[src/rtl/shift_pattern_sequencer.sv]
// shift_pattern_sequencer
// Streams a captured pattern LSB-first into the shift datapath, one bit per
// shift-enable strobe. All logic runs on clock_50_mhz. A one-cycle strobe
// stands in for the old divided slow clock. The block repeats the pattern for
// a programmed number of passes and counts hits reported by the detector FSM.
//
// state   | meaning
// --------+-------------------------------------------------------------
// S_IDLE  | waiting for start; counters and match count hold
// S_RUN   | tick counter running, strobe and one bit per TICK_DIV cycles
// S_DRAIN | one cycle so the detector response to the last bit is counted
// S_DONE  | one-cycle done pulse, then back to idle
module shift_pattern_sequencer #(
    parameter int TICK_DIV = 25_000_000,
    parameter int WIDTH    = 10,
    parameter int CNT_W    = 4
) (
    input  logic             clock_50_mhz,
    input  logic             reset_n,
    input  logic             i_start,
    input  logic             i_abort,
    input  logic [WIDTH-1:0] i_pattern,
    input  logic [3:0]       i_passes,
    input  logic             i_detect,
    output logic             o_shift_en,
    output logic             o_shift_bit,
    output logic             o_busy,
    output logic             o_done,
    output logic [CNT_W-1:0] o_match_count,
    output logic [3:0]       o_bit_index
);

    localparam int                TICK_W    = $clog2(TICK_DIV);
    localparam logic [TICK_W-1:0] TICK_LAST = TICK_W'(TICK_DIV - 1);
    localparam logic [TICK_W-1:0] TICK_ONE  = TICK_W'(1);
    localparam logic [3:0]        BIT_LAST  = 4'(WIDTH - 1);
    localparam logic [CNT_W-1:0]  CNT_MAX   = '1;
    localparam logic [CNT_W-1:0]  CNT_ONE   = CNT_W'(1);

    typedef enum logic [1:0] {
        S_IDLE  = 2'd0,
        S_RUN   = 2'd1,
        S_DRAIN = 2'd2,
        S_DONE  = 2'd3
    } state_t;

    state_t             r_state;
    state_t             w_next_state;
    logic [WIDTH-1:0]   r_pattern;
    logic [3:0]         r_passes;
    logic [3:0]         r_pass_cnt;
    logic [TICK_W-1:0]  r_tick;
    logic [3:0]         r_bit_idx;
    logic [CNT_W-1:0]   r_match_cnt;
    logic               r_strobe_d;

    logic               w_accept;
    logic               w_tick_tc;
    logic               w_last_bit;
    logic               w_final_pass;
    logic               w_shift_en;
    logic               w_busy;
    logic               w_done;

    assign w_accept     = (r_state == S_IDLE) && i_start && !i_abort;
    assign w_tick_tc    = (r_tick == TICK_LAST);
    assign w_last_bit   = (r_bit_idx == BIT_LAST);
    // passes of zero never matches, which keeps a continuous run going until abort
    assign w_final_pass = (r_passes != 4'd0) && (r_pass_cnt == (r_passes - 4'd1));

    // State register
    always_ff @(posedge clock_50_mhz or negedge reset_n) begin
        if (!reset_n) begin
            r_state <= S_IDLE;
        end else begin
            r_state <= w_next_state;
        end
    end

    // Next-state and strobe/status decode; abort suppresses strobe and done in its cycle
    always_comb begin
        w_next_state = r_state;
        w_shift_en   = 1'b0;
        w_busy       = 1'b0;
        w_done       = 1'b0;
        case (r_state)
            S_IDLE: begin
                if (w_accept) begin
                    w_next_state = S_RUN;
                end
            end
            S_RUN: begin
                w_busy = 1'b1;
                if (i_abort) begin
                    w_next_state = S_IDLE;
                end else if (w_tick_tc) begin
                    w_shift_en = 1'b1;
                    if (w_last_bit && w_final_pass) begin
                        w_next_state = S_DRAIN;
                    end
                end
            end
            S_DRAIN: begin
                w_busy       = 1'b1;
                w_next_state = i_abort ? S_IDLE : S_DONE;
            end
            S_DONE: begin
                w_done       = !i_abort;
                w_next_state = S_IDLE;
            end
            default: begin
                w_next_state = S_IDLE;
            end
        endcase
    end

    // Capture on accept; tick, bit/pass counters and saturating match counter
    always_ff @(posedge clock_50_mhz or negedge reset_n) begin
        if (!reset_n) begin
            r_pattern   <= '0;
            r_passes    <= '0;
            r_pass_cnt  <= '0;
            r_tick      <= '0;
            r_bit_idx   <= '0;
            r_match_cnt <= '0;
            r_strobe_d  <= 1'b0;
        end else if (w_accept) begin
            r_pattern   <= i_pattern;
            r_passes    <= i_passes;
            r_pass_cnt  <= '0;
            r_tick      <= '0;
            r_bit_idx   <= '0;
            r_match_cnt <= '0;
            r_strobe_d  <= 1'b0;
        end else begin
            r_strobe_d <= w_shift_en;
            if ((r_state == S_RUN) && !i_abort) begin
                r_tick <= w_tick_tc ? '0 : (r_tick + TICK_ONE);
            end
            if (w_shift_en) begin
                if (w_last_bit) begin
                    r_bit_idx  <= '0;
                    r_pass_cnt <= r_pass_cnt + 4'd1;
                end else begin
                    r_bit_idx <= r_bit_idx + 4'd1;
                end
            end
            // detector output lags the strobe by one cycle
            if (r_strobe_d && i_detect && !i_abort && (r_match_cnt != CNT_MAX)) begin
                r_match_cnt <= r_match_cnt + CNT_ONE;
            end
        end
    end

    assign o_shift_en    = w_shift_en;
    assign o_shift_bit   = w_shift_en & r_pattern[r_bit_idx];
    assign o_busy        = w_busy;
    assign o_done        = w_done;
    assign o_match_count = r_match_cnt;
    assign o_bit_index   = r_bit_idx;

endmodule

[config.mk]
export PLATFORM = sky130hd
export DESIGN_NAME = shift_pattern_sequencer
export DESIGN_NICKNAME = d
export VERILOG_FILES = /design/src/rtl/shift_pattern_sequencer.sv
export SDC_FILE = /design/constraint.sdc
export NUM_CORES = 1
export LEC_CHECK = 0
export ABC_AREA = 1
export BUFFER_PORTS_ARGS = -buffer_cell sky130_fd_sc_hd__clkbuf_2
export CORE_ASPECT_RATIO = 0.9
export CORE_MARGIN = 5
export CORE_UTILIZATION = 64
export DETAILED_ROUTE_END_ITERATION = 8
export PLACE_DENSITY = 0.9
export SLEW_MARGIN = 20
export SYNTH_ARGS = -nofsm -noshare
export SYNTH_HDL_FRONTEND = slang
export SYNTH_SLANG_ARGS = --single-unit
[constraint.sdc]
create_clock -name clock_50_mhz -period 4.6 [get_ports clock_50_mhz]
set_clock_uncertainty 0.2 [all_clocks]
set_input_delay 0.92 -clock clock_50_mhz [delete_from_list [all_inputs] [get_ports clock_50_mhz]]
set_output_delay 0.92 -clock clock_50_mhz [all_outputs]
set_load 0.01 [all_outputs]
==> results of run 1 <==
==> path summary, 6_finish.rpt <==
| path | start | cells past startpoint | end | slack (ns) |
|---|---|---|---|---|
| worst min-delay path | r_pattern[5] | 2 | r_pattern[5] | 0.29 |
| min in group asynchronous | reset_n | 2 | r_tick[13] | 0.52 |
| worst max-delay path | r_tick[1] | 10 | o_shift_bit | 1.59 |
| worst min register to register | r_pattern[5] | 2 | r_pattern[5] | 0.29 |
| worst max register to register | r_state[0] | 8 | r_tick[5] | 2.04 |
| max in group asynchronous | reset_n | 2 | r_passes[0] | 3.22 |
==> power groups by stage <==
stage	Combinational [mW]	Clock [mW]	Sequential, mW
6_report	0.491	0.278	0.660
2_1_floorplan	0.398	0	0.647
3_5_place_dp	0.492	0	0.665
4_1_cts	0.496	0.285	0.658
3_3_place_gp	0.470	0	0.662
5_1_grt	0.568	0.305	0.676
==> state kept, by name, summed over array words and instances (netlist names) <==
register and cells:
r_passes 4, o_match_count 4, r_strobe_d 1, r_tick 25, r_state 2, r_pattern 10
o_bit_index 4, r_pass_cnt 4
==> stage by stage <==
stage / instances / setup slack, ns
3_5_place_dp: 548 / 1.695
2_1_floorplan: 458 / 1.904
6_report: 556 / 1.594
5_1_grt: 556 / 1.431
3_3_place_gp: 548 / 1.719
4_1_cts: 556 / 1.600
==> routing by layer <==
layer  vias up  GRT usage, %  wire length, um  part of all wire, %
met5         -             0                0                    0
met4         0         8.282              120                  1.6
met3        13         4.644              392                  5.4
met2        90         40.74             3613                   49
met1      1433         29.18             3201                   44
li1       1537             -                -                    -
==> worst max-delay path: stages, from the launching register on <==
cell,delay (ns)
dfrtp_1,0.40
ha_1,0.18
nand2_1,0.11
inv_1,0.09
nand2_2,0.08
inv_2,0.08
nand3_2,0.06
nor2_2,0.20
nand2_2,0.10
a21oi_1,0.12
clkbuf_2,0.15
==> cell families after synthesis <==
logic type | after synthesis | share of synthesized area [%]
AND/OR/NAND/NOR | 273 | 38.87
buffers and inverters | 62 | 7.518
AO/OA/AOI/OAI | 56 | 9.891
flip-flops | 54 | 39.42
adder cells (fa/ha/maj) | 9 | 3.285
XOR/XNOR | 4 | 1.022
==> cell type report <==
cell class              count  area [um^2]
clock buffers               7        86.33
clock inverters             1        5.005
fillers                   423         1513
inverters                  54        207.7
multi-input cells         342         1819
flip-flops and latches     54         1351
well taps                  67        83.83
repair buffers             31        157.7
==> cell usage in the layout (no fill, tap or decap), types with 2 or more instances in the layout <==
master    instances
nand2_2          11
nor2_2            7
xor2_1            4
o21ai_0          23
o21bai_1          2
nor4_1            2
o21ai_2           8
nand2_4           2
clkbuf_8          6
ha_1              9
o21ai_1           5
inv_2             5
nand3_1          39
nand3_2          11
nand4_1           7
nor2_4            2
nand2_1         136
dfrtp_1          54
inv_1            48
nor3_1            9
nor2_1           40
o221ai_1          2
a21oi_1          11
clkbuf_2         30
==> results.md, run 1 <==
* Status: completed
* Final hold slack at 0.2915 ns
* Area contributors post-synth: dfrtp_1 39%, nand2_1 15%, nand3_1 5.7%, inv_1 5.3%, nor2_1 4.4%
* Post-synth top cells: 136 x nand2_1, 54 x dfrtp_1, 48 x inv_1
* Vias in the first global route at around 3100
* Final instance area at ~3700 um^2
* Min-Delay Path Class: reg2reg
* VDD IR-drop max at about 0.32 mV
* Switching Fraction at between 30% and 40%
* Unrepaired setup endpoints after global routing: false
* Hold buffer count at CTS at 0
* Die Area at 6923 um^2
* NumNets Final at 516
* CTS tree: built
* Final Hold Fails at 0
* Port bufs at 30
* Vias at a little over 3000
* Comb pwr share at approximately 34%
* Cell area after placement at roughly 3600 um^2
* Syn_nets at ~490
* Number of enable flip-flop cells after synthesis at 0
* Final Util at a little under three quarters
* Max Slew Vio Count at 0
* CP endpoint kind: output port
* Synth warnings at 0
* Layout cell share with drive strength beyond 1 at about a fifth
* H-tree Lvls at 2
* Static Leak at between 1.5 and 2 nW
* GRT Util Overall at a little under a quarter
* Data arrival time of the worst path at approximately 1.9 ns
* Fmax at ~330 MHz
* Number of max-cap violations at 0
* Final period utilization at ~65%
* Synth top area share at between 30% and 40%
* Initial antenna violation count at 0
* Synthesized area at between 3000 and 4000 um^2
* Ant diodes at 0
* Area grow syn2layout at 8.248%
* WL per Instance at ~13 um
* Clock latency at the later pin of the worst-skew pair at between 0.3 and 0.4 ns
* Die Span X at ~87 um
* #FFs+latches synth at between 50 and 60
* DRT iter0 DRCs at approximately 180
* Post-CTS setup buffer count at 0
* Clock Sink Count at 54
* CTS buffer count at 5
* Post-synth top flop: dfrtp_1
* GRT overflow at 0
* Net Sw Power at between 0.5 and 0.6 mW
* Clock root buffer: clkbuf_8
* Clock Tree Buf Depth at 2
* Drt first pass iters at 4
* Clock transition at the registers of the reported paths at approximately 0.10 ns
* Starting Density at 65.63%
* DP HPWL at between 5000 and 6000 um
* Syn avg cell area at 7.485 um^2
* Internal power at 0.8698 mW
* FFs w/ async S/R, synth at 100.0%
* Io pins at 31
* First-pass GRT wire length at approximately 13000 um
* Rows at 25
* Crit Path Max Fanout at 3
* Worst Max-Slew Pin Slew at roughly 0.69 ns
* Seq pwr share at 46.1%
* DR DRC count at 0
* Seq/Total Area, Yosys at 39.42%
* Pwr/cell area at roughly 390 nW/um^2
* Final wirelength at 7327 um
* Clock network power share at around 20%
* Relative slew slack at 54.16%
* RD Place Congestion at 0.8616
* Vias per inst at about 5.5
* Post-synthesis cell count at between 400 and 500
* Post-CTS sizing at 0
* Power, Total at 1.429 mW
* CP Class: reg2out
* Setup Viol. Count Final at 0
* Area leader, netlist: dfrtp_1
* Die Ht at 79.44 um
* Most common cell in the netlist: nand2_1
* WP data required at ~3.5 ns
* Final min period at approximately 3 ns
* Library cells used by synthesis at 39
* CP startpoint kind: flip-flop
* Pin count of the biggest net entering global routing at 55
* Post-route antenna net violation count at 0
* Core area at 5224 um^2
* Setup TNS at 0 ns
No activity file was read; power rests on OpenSTA's default activity.
==> inputs of run 2 (changes only) <==
ABC_AREA = 0   (was 1)
CORE_UTILIZATION = 59   (was 64)
PLACE_DENSITY = 0.84   (was 0.9)
clock period = 2.8 ns   (was 4.6 ns; I/O delays follow)
==> run 2 against run 1 <==
  * Worst setup slack worse by 1.5 ns
  * Cell count is 15% lower
  * Via count is 2.3% lower
  * Sequential power is 58% higher
  * First-iteration DRC count is 110% higher
  * Global-route usage is 0.66 points lower
  * Combinational power is 76% higher
  * Non-clock buffer count is 18 higher
  * Area after synthesis is 4.7% lower
  * Hold slack worse by 0.13 ns
  * Critical path depth is 5 lower
  * Critical path type unchanged
  * Critical endpoint unchanged
  * Highest routed layer unchanged
==> results.md, run 2 <==
* Max Slew Vio Count at 0
* Post-synth top flop: dfrtp_1
* Area grow syn2layout at 11.99%
* WL met1 at between 3000 and 4000 um
* Clock latency at the later pin of the worst-skew pair at about 0.31 ns
* VDD IR-drop max at approximately 0.44 mV
* Hold buffer count at CTS at 0
* Syn avg cell area at ~9 um^2
* Clock transition at the registers of the reported paths at about 0.10 ns
* Library cells used by synthesis at between 60 and 70
* Met3 wire length at about 750 um
* DRT iter0 DRCs at roughly 360
* DR DRC count at 0
* Commonest cells after routing, fill and taps aside: 66 x nand2_1, 50 x dfrtp_1, 30 x nor2_1, 30 x clkbuf_2, 19 x buf_4
* CP startpoint kind: flip-flop
* Syn_nets at 397
* Top routing layer used: met4
* Crit Path Max Fanout at 4
* Pwr/cell area at about 690 nW/um^2
* Layout cell share with drive strength beyond 1 at 19.85%
* Worst-path cell chain: nor4b_4 > nand4_1 > or3_4 > nor2_1 > clkbuf_2
* Min-Delay Path Class: in2async
* #FFs+latches synth at 54
* NumNets Final at 430
* Core area at between 5000 and 6000 um^2
* Io pins at 31
* Final Non-Filler Cells at 470
* Die Span X at roughly 88 um
* Cell area after placement at approximately 3400 um^2
* Largest Register: r_tick
* Synthesized area at about 3300 um^2
* Dpl cells at between 400 and 500
* Setup Viol. Count Final at 0
* Total length of routed met2 wires at ~3700 um
* Synth warnings at 0
* Post-synth top cells: 66 x nand2_1, 54 x dfrtp_1, 30 x nor2_1
* Post-synthesis cell count at roughly 370
* Vias per inst at approximately 6.4
* Clock root buffer: clkbuf_8
* Post-route antenna net violation count at 0
* FFs w/ async S/R, synth at 100.0%
* R2r setup slk at roughly 0.25 ns
* Final Hold Fails at 0
* Largest registers: r_tick x25, r_pattern x10
* Clock Sink Count at 54
* Clock Tree Buf Depth at 2
* Fill cell count at ~420
* Final wirelength at slightly below 8000 um
* CP Class: reg2out
* Die Area at 7127 um^2
* CTS buffer count at 5
* Vias at ~3000
* Area leader, netlist: dfrtp_1
* GRT Util Overall at 22.90%
* Vias in the first global route at 2791
* Number of max-cap violations at 0
* DP HPWL at between 5000 and 6000 um
* Final min period at 2.731 ns
* WL per Instance at ~17 um
* Crit-path slowest cell: dfrtp_2
* RD Place Congestion at 0.8830
* Worst Max-Slew Pin Slew at 0.6819 ns
* Status: completed
* Initial antenna violation count at 0
* First-pass GRT wire length at ~13000 um
* Number of enable flip-flop cells after synthesis at 0
* Final Util at 68.80%
* Static Leak at 1.650 nW
* Data arrival time of the worst path at between 1.5 and 2 ns
* Port bufs at 30
* Final instance area at 3659 um^2
* Final period utilization at a little over nine tenths
* Seq/Total Area, Yosys at about two fifths
* Rows at 25
* Pin count of the biggest net entering global routing at 55
* Synth top area share at around two fifths
* Fmax at between 300 and 400 MHz
* Area contributors post-synth: dfrtp_1 41%, nand2_1 7.6%, ha_1 3.4%, nor2_1 3.4%, nand4_1 2.5%
* Die Ht at 80.59 um
* WP data required at between 2 and 2.5 ns
* GRT overflow at 0
* CP endpoint kind: output port
* Drt first pass iters at 5
* CTS tree: built
* Relative slew slack at a little over half
* Most common cell in the netlist: nand2_1
* Max FFs per register at 25
* Starting Density at 61.44%
* Commonest non-fill, non-tap cell in the layout: nand2_1
* Slowest Stage Delay on Critical Path at roughly 0.45 ns
* Ant diodes at 0
* H-tree Lvls at 2
-- run 2: cell count changes after synthesis, moves of 10 or more --
cell / change
nand2_2: -11
nor2_1: -10
nand2_1: -70
inv_1: -32
nand3_1: -26
a31oi_1: +11
nand3_2: -11
-- run 2: final timing paths --
check | from | to | depth (start not counted)
max | r_tick[6] | o_shift_bit | 5
min | reset_n | o_match_count[0] | 2
max reg2reg | r_state[1] | r_state[0] | 7
min reg2reg | r_pattern[4] | r_pattern[4] | 2
max in group asynchronous | reset_n | r_tick[7] | 2
min in group clock_50_mhz | i_pattern[8] | r_pattern[8] | 3
-- run 2: where the power goes --
| group | total, mW | switching (mW) | internal (mW) | leakage (nW) |
|---|---|---|---|---|
| Clock | 0.643 | 0.262 | 0.381 | 0.0714 |
| Sequential | 1.04 | 0.113 | 0.923 | 0.719 |
| Combinational | 0.862 | 0.523 | 0.339 | 0.859 |
-- run 2: area by class of cell --
class                   count  area (um^2)  area share [%]
repair buffers             49        292.8           8.003
inverters                  16        60.06           1.642
flip-flops and latches     54         1356           37.07
multi-input cells         276         1723           47.09
well taps                  67        83.83           2.291
clock inverters             2        60.06           1.642
clock buffers               6        82.58           2.257
-- run 2: worst max-delay path: cells and delay by family (launching register included) --
| family | cells | cell delay (ns) |
|---|---|---|
| and+or+nand+nor | 4 | 1.07 |
| buffers and inverters | 1 | 0.14 |
| DFF | 1 | 0.45 |
-- run 2: per-layer routing --
metal / track usage [%] / vias to the layer above
met5: 0 / -
met4: 4.834 / 0
met2: 37.67 / 158
li1: - / 1388
met3: 4.308 / 10
met1: 31.44 / 1446
-- run 2: logic make-up after synthesis --
logic type / count (synthesis) / share of synthesized area, %
AO/OA/AOI/OAI: 66 / 13.56
multiplexers: 8 / 3.294
adder cells (fa/ha/maj): 9 / 3.447
XOR/XNOR: 11 / 2.949
flip-flops: 54 / 41.36
buffers and inverters: 39 / 6.090
AND/OR/NAND/NOR: 182 / 29.30
-- run 2: repair_timing --
item	4_1_cts	5_1_grt
setup endpoints to repair	1	2
gates resized for setup	1	5
pin swaps	0	4
buffers inserted	0	8
-- run 2: per-stage QoR --
step / power [mW] / hold slack, ns / setup slack, ns / setup TNS, ns
after floorplan: 1.643 / 0.06441 / 0.5285 / 0
after global placement: 1.847 / 0.2544 / 0.3830 / 0
after detailed placement: 1.896 / 0.2604 / 0.3468 / 0
after CTS: 2.537 / 0.2003 / 0.05466 / 0
after global routing: 2.699 / 0.2263 / -0.01383 / -0.01383
final: 2.541 / 0.1648 / 0.06883 / 0
